**src/rtl/echo_timer_pkg.sv**
```systemverilog
// echo_timer_pkg: state encoding and clock-derived timing constants for the echo timer.
package echo_timer_pkg;

    typedef enum logic [2:0] {IDLE, TRIG, WAIT_RISE, MEASURE, HOLDOFF} state_e;

    function automatic int cyc_per_us(input int clk_frequency);
        return clk_frequency / 1_000_000;
    endfunction

    function automatic int holdoff_cycles(input int clk_frequency, input int period_ms);
        return period_ms * 1000 * cyc_per_us(clk_frequency);
    endfunction

endpackage

```
**src/rtl/us_tick.sv**
```systemverilog
// us_tick: one-cycle tick every microsecond, restartable so each state times from its own entry.
module us_tick
    import echo_timer_pkg::*;
#(
    parameter int CLK_FREQUENCY = 50_000_000
) (
    input  logic clk,
    input  logic reset,
    input  logic clear,
    output logic tick
);

    localparam int CYC = cyc_per_us(CLK_FREQUENCY);
    localparam int CW = $clog2(CYC + 1);
    localparam logic [CW-1:0] LAST = CW'(CYC - 1);

    logic [CW-1:0] cnt_q, cnt_d;

    always_comb begin
        tick = cnt_q == LAST;
        cnt_d = (clear || tick) ? '0 : cnt_q + 1'b1;
    end

    always_ff @(posedge clk or negedge reset)
        if (!reset) cnt_q <= '0;
        else cnt_q <= cnt_d;

endmodule

```
**src/rtl/echo_timer.sv**
```systemverilog
// echo_timer: HC-SR04 style ranger driver; fires a trigger pulse and times the echo in whole microseconds.
module echo_timer
    import echo_timer_pkg::*;
#(
    parameter int CLK_FREQUENCY = 50_000_000,
    parameter int TRIG_US = 10,
    parameter int TIMEOUT_US = 30_000,
    parameter int PERIOD_MS = 60,
    parameter int WIDTH = 16
) (
    input  logic             clk,
    input  logic             reset,
    input  logic             start,
    input  logic             echo,
    output logic             trig,
    output logic             busy,
    output logic             valid,
    output logic             timeout,
    output logic [WIDTH-1:0] echo_us
);

    localparam int CYC = cyc_per_us(CLK_FREQUENCY);
    localparam int HOLD_CYC = holdoff_cycles(CLK_FREQUENCY, PERIOD_MS);
    localparam int HW = $clog2(HOLD_CYC + 1);
    localparam logic [HW-1:0] TRIG_LAST = HW'(TRIG_US * CYC - 1);
    localparam logic [HW-1:0] HOLD_LAST = HW'(HOLD_CYC - 1);
    localparam logic [WIDTH-1:0] TO_LAST = WIDTH'(TIMEOUT_US - 1);

    state_e state_q, state_d;
    logic [HW-1:0] hold_q, hold_d;
    logic [WIDTH-1:0] us_q, us_d;
    logic [WIDTH-1:0] echo_us_q, echo_us_d;
    logic [2:0] sync_q, sync_d;
    logic valid_q, valid_d;
    logic timeout_q, timeout_d;
    logic clear, tick, echo_rise, echo_fall, us_done;

    us_tick #(.CLK_FREQUENCY(CLK_FREQUENCY)) u_tick (
        .clk  (clk),
        .reset(reset),
        .clear(clear),
        .tick (tick)
    );

    // sync_q[1] is the synchronized echo; sync_q[2] delays it one more cycle for edge detection
    always_comb begin
        sync_d = {sync_q[1:0], echo};
        echo_rise = sync_q[1] && !sync_q[2];
        echo_fall = !sync_q[1] && sync_q[2];
        us_done = tick && us_q == TO_LAST;
    end

    always_comb begin
        state_d = state_q;
        valid_d = 1'b0;
        timeout_d = 1'b0;
        echo_us_d = echo_us_q;
        case (state_q)
            IDLE: if (start) state_d = TRIG;
            TRIG: if (hold_q == TRIG_LAST) state_d = WAIT_RISE;
            WAIT_RISE:
                if (echo_rise) state_d = MEASURE;
                else if (us_done) begin
                    state_d = HOLDOFF;
                    timeout_d = 1'b1;
                end
            MEASURE:
                if (echo_fall) begin
                    state_d = HOLDOFF;
                    valid_d = 1'b1;
                    echo_us_d = us_q + WIDTH'(tick);
                end else if (us_done) begin
                    state_d = HOLDOFF;
                    timeout_d = 1'b1;
                end
            // a request present as holdoff expires chains straight into the next trigger,
            // so a held start yields triggers exactly one period apart
            HOLDOFF: if (hold_q == HOLD_LAST) state_d = start ? TRIG : IDLE;
            default: state_d = IDLE;
        endcase
        clear = state_d != state_q;
        hold_d = (clear && state_d == TRIG) ? '0 : hold_q + 1'b1;
        us_d = clear ? '0 : us_q + WIDTH'(tick);
    end

    always_ff @(posedge clk or negedge reset)
        if (!reset) begin
            state_q <= IDLE;
            hold_q <= '0;
            us_q <= '0;
            echo_us_q <= '0;
            sync_q <= '0;
            valid_q <= 1'b0;
            timeout_q <= 1'b0;
        end else begin
            state_q <= state_d;
            hold_q <= hold_d;
            us_q <= us_d;
            echo_us_q <= echo_us_d;
            sync_q <= sync_d;
            valid_q <= valid_d;
            timeout_q <= timeout_d;
        end

    assign trig = state_q == TRIG;
    assign busy = state_q != IDLE;
    assign valid = valid_q;
    assign timeout = timeout_q;
    assign echo_us = echo_us_q;

endmodule

```
**config.mk**
```make
export PLATFORM = sky130hd
export DESIGN_NAME = echo_timer
export DESIGN_NICKNAME = d
export VERILOG_FILES = /design/src/rtl/echo_timer_pkg.sv /design/src/rtl/us_tick.sv /design/src/rtl/echo_timer.sv
export SDC_FILE = /design/constraint.sdc
export NUM_CORES = 1
export LEC_CHECK = 0
export CAP_MARGIN = 20
export CORE_MARGIN = 2
export CORE_UTILIZATION = 45
export DETAILED_ROUTE_END_ITERATION = 12
export GPL_TIMING_DRIVEN = 0
export SETUP_SLACK_MARGIN = 0.02
export SYNTH_ARGS = -nofsm -noshare
export SYNTH_HDL_FRONTEND = slang
export SYNTH_HIERARCHICAL = 1
export SYNTH_SLANG_ARGS = --single-unit
```
**constraint.sdc**
```tcl
create_clock -name clk -period 2.9 [get_ports clk]
set_input_delay 0.29 -clock clk [delete_from_list [all_inputs] [get_ports clk]]
set_output_delay 0.29 -clock clk [all_outputs]
set_load 0.05 [all_outputs]
```
After elaboration in Yosys (flattened, before gate mapping). Index checks and enable logic that the tools add are counted.

Output and inout port bits: 20. Flip-flop bits (word level): 68. Logic and storage cells: 48.

$add $sub $neg: 3. Muxes and demuxes: 17. Reduce and logical (&&, ||, !) cells: 10. Equal/unequal tests: 10.

Operator list (number): 22-bit by 1-bit adder with 22-bit output, second input constant (1); 22-bit == test, second input constant (1); 22-bit by 9-bit == test with 1-bit output, second input constant (1); 22-bit 2-to-1 mux (1); 3-bit 2-to-1 mux (6); 16-bit by 1-bit adder with 16-bit output (1); 16-bit by 15-bit == test with 1-bit output, second input constant (1); 16-bit 2-to-1 mux (1); 3-bit one-hot mux with 5 select lines (1); 6-bit by 1-bit adder with 6-bit output, second input constant (1); 3-bit by 1-bit == test with 1-bit output, second input constant (2); 3-bit by 2-bit == test with 1-bit output, second input constant (2); 6-bit == test, second input constant (1); 1-bit 2-to-1 mux (6); 6-bit 2-to-1 mux (1); 1-bit logical AND (4); 3-bit == test, second input constant (1); 3-bit zero test (1); 3-bit != test (1); 3-bit nonzero test (1); 1-bit zero test (2); 1-bit one-hot mux with 2 select lines (1); 2-bit AND reduction (1); 1-bit logical OR (1).

Logic depth before layout (Yosys ltp). Gate-level depths: netlist of run 1.

Depth after elaboration: 8. Mapped depth: 10. Depth with buffers taken out: 10.

By module. The synthesis of run 1 kept the hierarchy.

Modules (own cells, without submodules): echo_timer (area an instance 2932.8 um^2, cells each 292, times used 1, seq. area each 1551.5 um^2); us_tick (area an instance 281.5 um^2, cells each 26, times used 1, seq. area each 150.1 um^2).

Worst setup path before layout of run 1. Ideal clock, no wire load.

Path kind: register to register. Start: reg state_q[0]. End: reg u_tick.cnt_q[5]. Stages on the path, launching flop included: 8. Data arrival time: 2755 ps. Setup slack: 68 ps. Setup time: 78 ps. Path buffers: 0. Required time: 2822 ps. Cell sequence: dfrtp_1 -> inv_1 -> nor3_1 -> o31a_1 -> a211oi_4 -> or2_2 -> a41o_1 -> a21oi_1.

Elaborated cells between the ends (all ways): 15. Those cells by class: 5 x eq/ne; 8 x mux; 2 x reduce/logical.

RTL lines: start, declared (RTL line echo_timer.sv:29) `state_e state_q, state_d;`; start signal, assigned (RTL line echo_timer.sv:96) `state_q <= state_d;`; 3-bit by 1-bit == test with 1-bit output; named net trig (RTL line echo_timer.sv:15) `output logic trig,`; 3-bit one-hot mux with 5 select lines (RTL line echo_timer.sv:58) `case (state_q)`; 3-bit != test (RTL line echo_timer.sv:81) `clear = state_d != state_q;`; named net clear (RTL line echo_timer.sv:36) `logic clear, tick, echo_rise, echo_fall, us_done;`; 1-bit logical OR (RTL line us_tick.sv:21) `cnt_d = (clear || tick) ? '0 : cnt_q + 1'b1;`; 6-bit 2-to-1 mux (RTL line us_tick.sv:21); named net u_tick.cnt_d[5] (RTL line us_tick.sv:17) `logic [CW-1:0] cnt_q, cnt_d;`; end signal, assigned (RTL line us_tick.sv:26) `else cnt_q <= cnt_d;`; end, declared (RTL line us_tick.sv:17).

The timed path passes the listed nets, and every way through them passes these cells. A chain may end at the register's enable or synchronous reset.

Worst setup path after layout of run 1.
Start: reg u_tick.cnt_q[1]. End: reg us_q[11].

Cells in the longest elaborated chain, start to end: 7. Elaborated cells between the ends (all ways): 9. Those cells by class: 1 x add/sub; 2 x eq/ne; 5 x mux; 1 x reduce/logical.

RTL lines: 6-bit == test * (RTL line us_tick.sv:20) `tick = cnt_q == LAST;`; named net tick (RTL line echo_timer.sv:36); branches (longest 5 deep; another with 16-bit by 1-bit adder with 16-bit output); 16-bit 2-to-1 mux * (RTL line echo_timer.sv:83) `us_d = clear ? '0 : us_q + WIDTH'(tick);`; named net us_d[11] (RTL line echo_timer.sv:31) `logic [WIDTH-1:0] us_q, us_d;`; end signal, assigned (RTL line echo_timer.sv:98) `us_q <= us_d;`; end, declared (RTL line echo_timer.sv:31).

Mark *: on every way through the listed nets, which the timed path passes.

==> summary.md, run 1 <==
| Metric | Value |
|---|---|
| Status | `finished, final reports clean` |
| CTS Buffer Depth | `2` |
| PortBufs | `23` |
| CTS tree | `yes` |
| Max-cap violations | `0` |
| CP Class | `reg2reg` |
| Yosys warns | `6` |
| Cell Rows | `30` |
| I/O Pins | `24` |
| Reg2Reg Depth | `10` |
| TritonRoute pass-1 iters | `4` |
| Routed WL | `6510 um` |
| Routed vias | `2344` |
| Gr ovfl total | `0` |
| Worst Setup Start Kind | `register` |
| CP peak stage delay | `0.64 ns` |
| Core area | `0.00687 mm^2` |
| Period utilisation layout | `0.945` |
| Initial antenna violation count | `0` |
| Final Net Count | `364` |
| Distinct cells, synth | `41` |
| Share of the synthesized area in the top cell type | `0.529` |
| Worst-Margin Slew | `0.820 ns` |
| Fin util | `0.555` |
| Crit path time final | `2.74 ns` |
| Worst-Skew Late Latency | `0.34 ns` |
| Antenna-violating nets left | `0` |
| CTS Hold Bufs | `0` |
| Share of cells above drive strength 1 | `0.111` |
| Max_slew headroom | `0.453` |
| Area Overhead vs Synth | `18.5%` |
| Synth Area in Compound Gates | `0.0580` |
| Slew Viols, Final | `0` |
| CTS buffer count | `9` |
| R2r setup slk | `0.16 ns` |
| Post-DP Area | `0.00356 mm^2` |
| Asr flop ratio synth | `1.00` |
| Max VDD drop | `0.253 mV` |
| Critical-path cell list | `inv_1 -> ha_1 -> and4_1 -> or4b_2 -> nor3_4 -> a21oi_1 -> a211oi_4 -> buf_4 -> buf_6 -> nor3_1` |
| Reg2reg end | `us_q[11]` |
| H-tree Lvls | `3` |
| 1st-iter DRT viols | `105` |
| Leak Pwr | `1.60 nW` |
| Post-synthesis sequential area ratio | `0.529` |
| First-pass GRT wire length | `11200 um` |
| Ant diodes | `0` |
| Worst path buffer plus inverter count | `3` |
| CP Depth | `10` |
| Max Clock Skew | `0.00732 ns` |
| Largest net degree at the start of global routing | `69` |
| Hold Crit Class | `in2async` |
| Reg clk slew, reported paths | `0.07 ns` |
| Commonest non-fill, non-tap cell in the layout | `dfrtp_1` |
| Synthesized Nets | `327` |
| Largest family of logic cells by synthesized area | `simple AND/OR/NAND/NOR gates` |
| Synth Area in Adders | `0.0195` |
| Syn Inst Count | `318` |
| Avg Cell Area, Syn | `10.1 um^2` |
| Synth Area in XOR/XNOR | `0.101` |
| Die footprint | `0.00783 mm^2` |
| Worst path required time | `3.12 ns` |
| Top delay family on crit path | `simple AND/OR/NAND/NOR gates` |
| CP max stage cell | `or4b_2` |
| Fmax | `0.365 GHz` |
| CP Max Fanout | `10` |
| Yosys top cell by area | `dfrtp_1` |
| RSZ-0062 raised after global routing | `false` |
| Crit. End Element | `register` |
| CTS Sinks | `68` |
| # setup viols final | `0` |
| Reg-to-reg startpoint | `u_tick/cnt_q[1]` |
| Most frequent cells in the layout | `dfrtp_1, nor2_1, clkdlybuf4s50_1` |
| Initial Util | `0.468` |
| Die H | `88.5 um` |
| DP Cell Count | `437` |
| Synth top area cells | `dfrtp_1, nor2_1, xnor2_1` |
| Gpl congestion | `0.823` |
| Vias in the first global route | `2240` |
| GRT Overall Usage | `0.186` |
| Fin area | `0.00381 mm^2` |
| Routed len/inst | `14.3 um` |
| Mux contribution to synthesized area | `0.0101` |
| P per Cell Area | `464 mW/mm^2` |
| WP data arrival | `2.96 ns` |
| Root buf cell | `clkbuf_8` |
| Vias/cell | `5.14` |
| Power after layout | `0.00177 W` |
| Synth Register Bits | `68` |
| Hold Fails Final Rpt | `0` |
| Die Width | `88.5 um` |
| Filler Cells Inserted | `612` |
| Post-Syn Area | `0.00321 mm^2` |
| Post-Layout Cell Count | `456` |
| DRC | `0` |
| EDFF count, synth | `0` |
| Post-Synth Simple-Gate Area | `0.258` |
| Dominant synthesized flop cell | `dfrtp_1` |
| HPWL Detailed | `4440 um` |
-- registers in the layout, summed over array words and instances, names as in the netlist --
signal        cells
hold_q           22
echo_us          16
us_q             16
u_tick/cnt_q      6
state_q           3
sync_q            3
timeout           1
valid             1
-- per-layer routing --
metal,track usage,wire (um)
met1,0.263,3180
met4,0.0799,104
met3,0.0280,185
met2,0.287,3030
met5,0,0
-- power by group --
part           switching, W  leakage (nW)  total [W]  internal [W]
clock network      0.000349         0.102   0.000791      0.000441
registers        0.00000133         0.905   0.000951      0.000950
logic             0.0000195         0.591  0.0000245    0.00000495
-- cell families (layout without fill, tap and decap cells) --
kind of cell | after synthesis | in the layout
buffers and inverters | 16 | 58
adder cells (fa/ha/maj) | 5 | 5
AND/OR/NAND/NOR | 160 | 160
XOR/XNOR | 37 | 37
flip-flops | 68 | 68
AO/OA/AOI/OAI | 29 | 29
multiplexers | 3 | 3
-- Yosys cell counts, types with 3 or more instances --
cell type and number:
buf_2 3, inv_1 5, a21oi_1 19, nor4_1 4, and3_1 4, ha_1 5
nand4_1 12, or2_2 4, nand3_1 15, and4_1 4, nor2_1 55, nor3_1 22
clkbuf_1 6, dfrtp_1 68, nand2_1 15, nor2b_1 4, or3_1 5, xor2_1 16
xnor2_1 21, nor3b_1 3
-- how the worst max path moves through the flow --
stage	start	endpoint	slack (ns)
after floorplan	state_q[0]	u_tick/cnt_q[5]	0.07
after global placement	reset	hold_q[15]	-0.75
after detailed placement	u_tick/cnt_q[1]	u_tick/cnt_q[3]	-0.22
after CTS	u_tick/cnt_q[1]	u_tick/cnt_q[3]	0.02
after global routing	u_tick/cnt_q[1]	us_q[11]	0.008
final	u_tick/cnt_q[1]	us_q[11]	0.16
-- worst register-to-register path, stage by stage, from the launching register on --
cell and delay, ns:
dfrtp_1 0.41, inv_1 0.06, ha_1 0.18, and4_1 0.27
or4b_2 0.64, nor3_4 0.23, a21oi_1 0.17, a211oi_4 0.29
buf_4 0.17, buf_6 0.14, nor3_1 0.06
-- metrics by stage --
| step | setup WS (ns) | hold slack [ns] | TNS, ns |
|---|---|---|---|
| 2_1_floorplan | 0.0675 | -0.00559 | 0 |
| 3_3_place_gp | -0.752 | 0.332 | -52.69 |
| 3_5_place_dp | -0.222 | 0.340 | -2.12 |
| 4_1_cts | 0.0244 | 0.0768 | 0 |
| 5_1_grt | 0.00796 | 0.134 | 0 |
| 6_report | 0.158 | 0.0537 | 0 |
-- area by class of cell --
type | count | area (um^2) | share of cell area
Clock buffer | 12 | 155 | 0.0407
Inverter | 5 | 18.8 | 0.00493
Tap cell | 96 | 120 | 0.0315
Multi-Input combinational cell | 234 | 1460 | 0.382
Buffer | 11 | 60.1 | 0.0158
Sequential cell | 68 | 1700 | 0.447
Timing Repair Buffer | 26 | 250 | 0.0657
Clock inverter | 4 | 47.5 | 0.0125
-- what timing repair did --
| item | 4_1_cts | 5_1_grt |
|---|---|---|
| gates resized for setup | 1 | 2 |
| setup buffers | 3 | 0 |
| setup endpoints to repair | 16 | 22 |
| pin swaps | 2 | 1 |
| cloned | 0 | 0 |
Power figures use the tool's default switching activity.
==> run 2, diff against run 1 <==
==> constraint.sdc (replaced) <==
create_clock -name clk -period 2.6 [get_ports clk]
set_input_delay 0.26 -clock clk [delete_from_list [all_inputs] [get_ports clk]]
set_output_delay 0.26 -clock clk [all_outputs]
set_load 0.05 [all_outputs]
==> run 2 against run 1 <==
Worst hold slack worse by 0.019 ns. Via count is 2.1% higher. Global-route usage is 0.38 points higher. Critical path depth is 2 lower. Maximum frequency is 6.0% higher. Clock power is 2% lower. Worst setup slack worse by 0.14 ns. Critical path type unchanged. Critical endpoint is now u_tick/cnt_q[5].
==> summary.md, run 2 (synthesis results as in run 1) <==
| Metric | Value |
|---|---|
| Area Overhead vs Synth | `19.2%` |
| Core area | `0.00687 mm^2` |
| Max FFs per register | `22` |
| Max_slew headroom | `0.441` |
| Die H | `88.5 um` |
| Reg2reg end | `u_tick/cnt_q[5]` |
| Cell Rows | `30` |
| Die footprint | `0.00783 mm^2` |
| Top reg by flops | `hold_q` |
| Met1 Use GR | `0.288` |
| Max VDD drop | `0.236 mV` |
| Share of cells above drive strength 1 | `0.144` |
| Fin area | `0.00383 mm^2` |
| H-tree Lvls | `3` |
| HPWL Detailed | `4580 um` |
| Slew Viols, Final | `0` |
| PortBufs | `23` |
| I/O Pins | `24` |
| Hold Crit Class | `in2async` |
| Most Used Layer, Global Route | `met1` |
| Reg2Reg Depth | `8` |
| Period utilisation layout | `0.995` |
| # setup viols final | `0` |
| P per Cell Area | `486 mW/mm^2` |
| Worst-Skew Late Latency | `0.33 ns` |
| WP data arrival | `2.80 ns` |
| Routed len/inst | `15.0 um` |
| Crit. End Element | `register` |
| Reg-to-reg startpoint | `hold_q[13]` |
| Vias in the first global route | `2344` |
| M3 GR Usage | `0.0420` |
| Die Width | `88.5 um` |
| Gr ovfl total | `0` |
| CTS Buffer Depth | `2` |
| CTS tree | `yes` |
| Initial Util | `0.468` |
| Worst-Margin Slew | `0.838 ns` |
| TritonRoute pass-1 iters | `4` |
| Fmax | `0.387 GHz` |
| Worst Setup Start Kind | `register` |
| Fin util | `0.558` |
| CP Class | `reg2reg` |
| CTS Sinks | `68` |
| Post-DP Area | `0.00357 mm^2` |
| Max Clock Skew | `0.00848 ns` |
| Hold Fails Final Rpt | `0` |
| Worst path required time | `2.81 ns` |
| CTS buffer count | `9` |
| Routed WL | `6820 um` |
| Routed vias | `2394` |
| Root buf cell | `clkbuf_8` |
| Gpl congestion | `0.803` |
| Ant diodes | `0` |
| Most frequent cells in the layout | `dfrtp_1, nor2_1, clkdlybuf4s50_1` |
| Crit path time final | `2.59 ns` |
| GRT Overall Usage | `0.190` |
| Met2 usage | `0.271` |
| First-pass GRT wire length | `11400 um` |
| CP Max Fanout | `6` |
| RSZ-0062 raised after global routing | `true` |
| Status | `finished, final reports clean` |
| Largest net degree at the start of global routing | `69` |
| Final Net Count | `365` |
| Reg clk slew, reported paths | `0.08 ns` |
| Initial antenna violation count | `0` |
| Antenna-violating nets left | `0` |
| DRC | `0` |
| Leak Pwr | `1.60 nW` |
| 1st-iter DRT viols | `82` |
| R2r setup slk | `0.01 ns` |
| CTS Hold Bufs | `0` |
| Commonest non-fill, non-tap cell in the layout | `dfrtp_1` |
| Max-cap violations | `0` |
| Vias/cell | `5.25` |
run 2: cell count changes in the layout (fill, tap and decap cells not counted), sizes merged:
cell | before | now
bufinv | 1 | 0
clkbuf | 18 | 20
clkinvlp | 1 | 0
run 2: how the worst max path moves through the flow:
stage	start	end	slack, ns	cells after the start
floorplan	u_tick/cnt_q[1]	u_tick/cnt_q[2]	0.02	10
global placement	reset	hold_q[14]	-1.03	1
detailed placement	u_tick/cnt_q[1]	u_tick/cnt_q[0]	-0.39	10
CTS	hold_q[13]	us_q[13]	0.02	7
global route	hold_q[13]	u_tick/cnt_q[5]	-0.05	8
finish	hold_q[13]	u_tick/cnt_q[5]	0.01	8
run 2: final cells by class:
type                       instances  area, um^2
fill                             643        3040
sequential                        68        1710
multi-input combinational        234        1490
timing repair buffer              29         273
clock buffer                      13         159
tap                               96         120
buffer                             9        51.3
inverter                           5        18.8
clock inverter                     2        10.0
run 2: layer usage:
layer  part of all wire  wire length (um)
met2               0.45              3060
met5                  0                 0
met4             0.0022                15
met1               0.51              3490
met3              0.037               255
run 2: timing repair:
item	4_1_cts	5_1_grt
resized for setup	7	10
endpoints found under the setup margin	33	48
pin swaps	5	0
setup buffers	5	2
run 2: per-stage QoR:
step	setup slack [ns]	cells	TNS (ns)	total power, W	hold WS [ns]
5_1_grt	-0.0465	456	-0.221	0.00194	0.109
4_1_cts	0.0172	456	0	0.00188	0.0611
3_3_place_gp	-1.03	437	-74.58	0.00111	0.340
6_report	0.0135	456	0	0.00186	0.0350
2_1_floorplan	0.0231	318	0	0.00108	-0.0356
3_5_place_dp	-0.394	437	-5.58	0.00111	0.350
run 2: worst max-delay path, cell delays in order (launching register included):
cell and delay [ns]:
dfrtp_1 0.38, buf_6 0.13, or4_4 0.52, or3_4 0.34, or4_4 0.44, a211oi_4 0.31
or2_4 0.18, a41o_4 0.12, a21oi_1 0.05
run 2: report_power, final:
group | leakage (nW) | internal (W) | total, W | switching (W)
Combinational | 0.610 | 0.00000551 | 0.0000279 | 0.0000223
Sequential | 0.900 | 0.00106 | 0.00106 | 0.00000155
Clock | 0.0893 | 0.000391 | 0.000774 | 0.000383
==> run 3, diff against run 2 <==
--- a/config.mk
+++ b/config.mk
@@ -6,7 +6,7 @@
 export NUM_CORES = 1
 export LEC_CHECK = 0
 export CAP_MARGIN = 20
-export CORE_MARGIN = 2
+export CORE_MARGIN = 1
 export CORE_UTILIZATION = 45
 export DETAILED_ROUTE_END_ITERATION = 12
 export GPL_TIMING_DRIVEN = 0
==> run 3 against run 2 <==
Critical path depth unchanged. First-iteration DRC count increased by 34%. Die area decreased by 4.5%. Sequential share of layout area decreased by 1.4 points. Combinational power about the same. Wire length decreased by 4.3%. Clock power increased by 23%. Sequential power about the same. Count of clock-buffer cells in the layout decreased by 1. Critical endpoint unchanged. Largest cell class unchanged.
==> summary.md, run 3 (synthesis results as in run 1) <==
| Metric | Value |
|---|---|
| Hold Fails Final Rpt | `0` |
| Worst-Margin Slew | `0.846 ns` |
| Ant diodes | `0` |
| Core area | `0.00683 mm^2` |
| DP Cell Count | `437` |
| Worst Setup Start Kind | `register` |
| Met2 WL | `3110 um` |
| Fin area | `0.00396 mm^2` |
| Max Used Layer | `met4` |
| Reg clk slew, reported paths | `0.07 ns` |
| CTS buffer count | `9` |
| Area Overhead vs Synth | `23.0%` |
| # setup viols final | `0` |
| Max Clock Skew | `0.00533 ns` |
| Largest net degree at the start of global routing | `69` |
| Crit. End Element | `register` |
| Initial Util | `0.471` |
| Met3 WL post-DR | `154 um` |
| Routed WL | `6530 um` |
| Leak Pwr | `1.66 nW` |
| Top delay family on crit path | `simple AND/OR/NAND/NOR gates` |
| Hold Crit Class | `in2async` |
| First-pass GRT wire length | `11300 um` |
| CTS Buffer Depth | `2` |
| Gpl congestion | `0.830` |
| Die footprint | `0.00748 mm^2` |
| Root buf cell | `clkbuf_8` |
| Max-cap violations | `0` |
| Max VDD drop | `0.257 mV` |
| Antenna-violating nets left | `0` |
| WP data arrival | `2.76 ns` |
| Vias in the first global route | `2358` |
| Worst path required time | `2.82 ns` |
| Status | `finished, final reports clean` |
| Die Width | `86.5 um` |
| Critical-path cell list | `buf_6 -> or4_4 -> or3_4 -> or4_4 -> a211oi_4 -> or2_4 -> a41o_4 -> a21oi_1` |
| H-tree Lvls | `3` |
| Critical Path Most Common Cell | `or4_4` |
| Most frequent cells in the layout | `dfrtp_1, nor2_1, clkdlybuf4s50_1` |
| Worst path buffer plus inverter count | `1` |
| Wl on met1 | `3140 um` |
| TritonRoute pass-1 iters | `4` |
| PortBufs | `23` |
| CP Depth | `8` |
| HPWL Detailed | `4440 um` |
| RSZ-0062 raised after global routing | `true` |
| CP peak stage delay | `0.50 ns` |
| Vias/cell | `5.19` |
| Routed vias | `2418` |
| Slew Viols, Final | `0` |
| Setup_tns | `0 ns` |
| P per Cell Area | `517 mW/mm^2` |
| Max_slew headroom | `0.436` |
| Commonest non-fill, non-tap cell in the layout | `dfrtp_1` |
| Post-Layout Cell Count | `466` |
| Fmax | `0.394 GHz` |
| Period utilisation layout | `0.976` |
| Filler Cells Inserted | `632` |
| CP max stage cell | `or4_4` |
| Die H | `86.5 um` |
| CTS tree | `yes` |
| Top reg by flops | `hold_q` |
| Worst-Skew Late Latency | `0.34 ns` |
| Post-DP Area | `0.00357 mm^2` |
| DRC | `0` |
| CTS Hold Bufs | `0` |
| CTS Sinks | `68` |
| Share of cells above drive strength 1 | `0.176` |
| I/O Pins | `24` |
| Max FFs per register | `22` |
| CP Class | `reg2reg` |
| Final Net Count | `374` |
| CP Max Fanout | `6` |
| Routed len/inst | `14.0 um` |
| Reg2Reg Depth | `8` |
| Gr ovfl total | `0` |
| GRT Overall Usage | `0.198` |
| Initial antenna violation count | `0` |
| 1st-iter DRT viols | `110` |
| Cell Rows | `30` |
| Crit path time final | `2.54 ns` |
## run 3: cell types whose count changed in the layout (fill, tap and decap cells not counted), sizes merged
cell,before,now
buf,9,20
bufinv,0,2
clkbuf,20,17
clkinv,2,1
clkinvlp,0,1
## run 3: what timing repair did
item / in CTS / in global routing
buffers inserted: 4 / 10
pin swaps: 3 / 1
hold endpoints to repair: 0 / 0
resized for setup: 6 / 13
endpoints found under the setup margin: 43 / 52
## run 3: per-layer routing
| layer | vias to the layer above | global-route usage |
|---|---|---|
| met4 | 0 | 0.0773 |
| met5 | - | 0 |
| met3 | 14 | 0.0429 |
| met2 | 33 | 0.316 |
| met1 | 1170 | 0.263 |
| li1 | 1201 | - |
## run 3: layout make-up
cell class	count	area [um^2]	area share
Timing Repair Buffer	37	333	0.0842
Clock inverter	4	72.6	0.0183
Sequential cell	68	1710	0.431
Clock buffer	12	145	0.0367
Buffer	10	60.1	0.0152
Inverter	5	18.8	0.00475
Multi-Input combinational cell	234	1500	0.379
Tap cell	96	120	0.0304
## run 3: through the flow
step	worst slack [ns]	utilization	hold WS, ns	power [W]
2_1_floorplan	0.0231	-	-0.0356	0.00108
3_3_place_gp	-1.01	0.524	0.333	0.00111
3_5_place_dp	-0.347	0.523	0.343	0.00111
4_1_cts	0.0307	0.564	0.0572	0.00207
5_1_grt	-0.0369	0.579	0.0972	0.00212
6_report	0.0623	0.579	0.0227	0.00204
## run 3: final timing paths
path	from	endpoint	slack, ns
worst max-delay path	hold_q[13]	u_tick/cnt_q[5]	0.06
worst min-delay path	reset	echo_us[6]	0.02
worst max register to register	hold_q[13]	u_tick/cnt_q[5]	0.06
worst min register to register	sync_q[0]	sync_q[1]	0.35
max in group asynchronous	reset	hold_q[14]	1.97
min in group clk	sync_q[0]	sync_q[1]	0.35
## run 3: power by group
part | switching, W | internal (W)
Sequential | 0.00000159 | 0.00106
Clock | 0.000390 | 0.000565
Combinational | 0.0000224 | 0.00000552
Total | 0.000414 | 0.00163
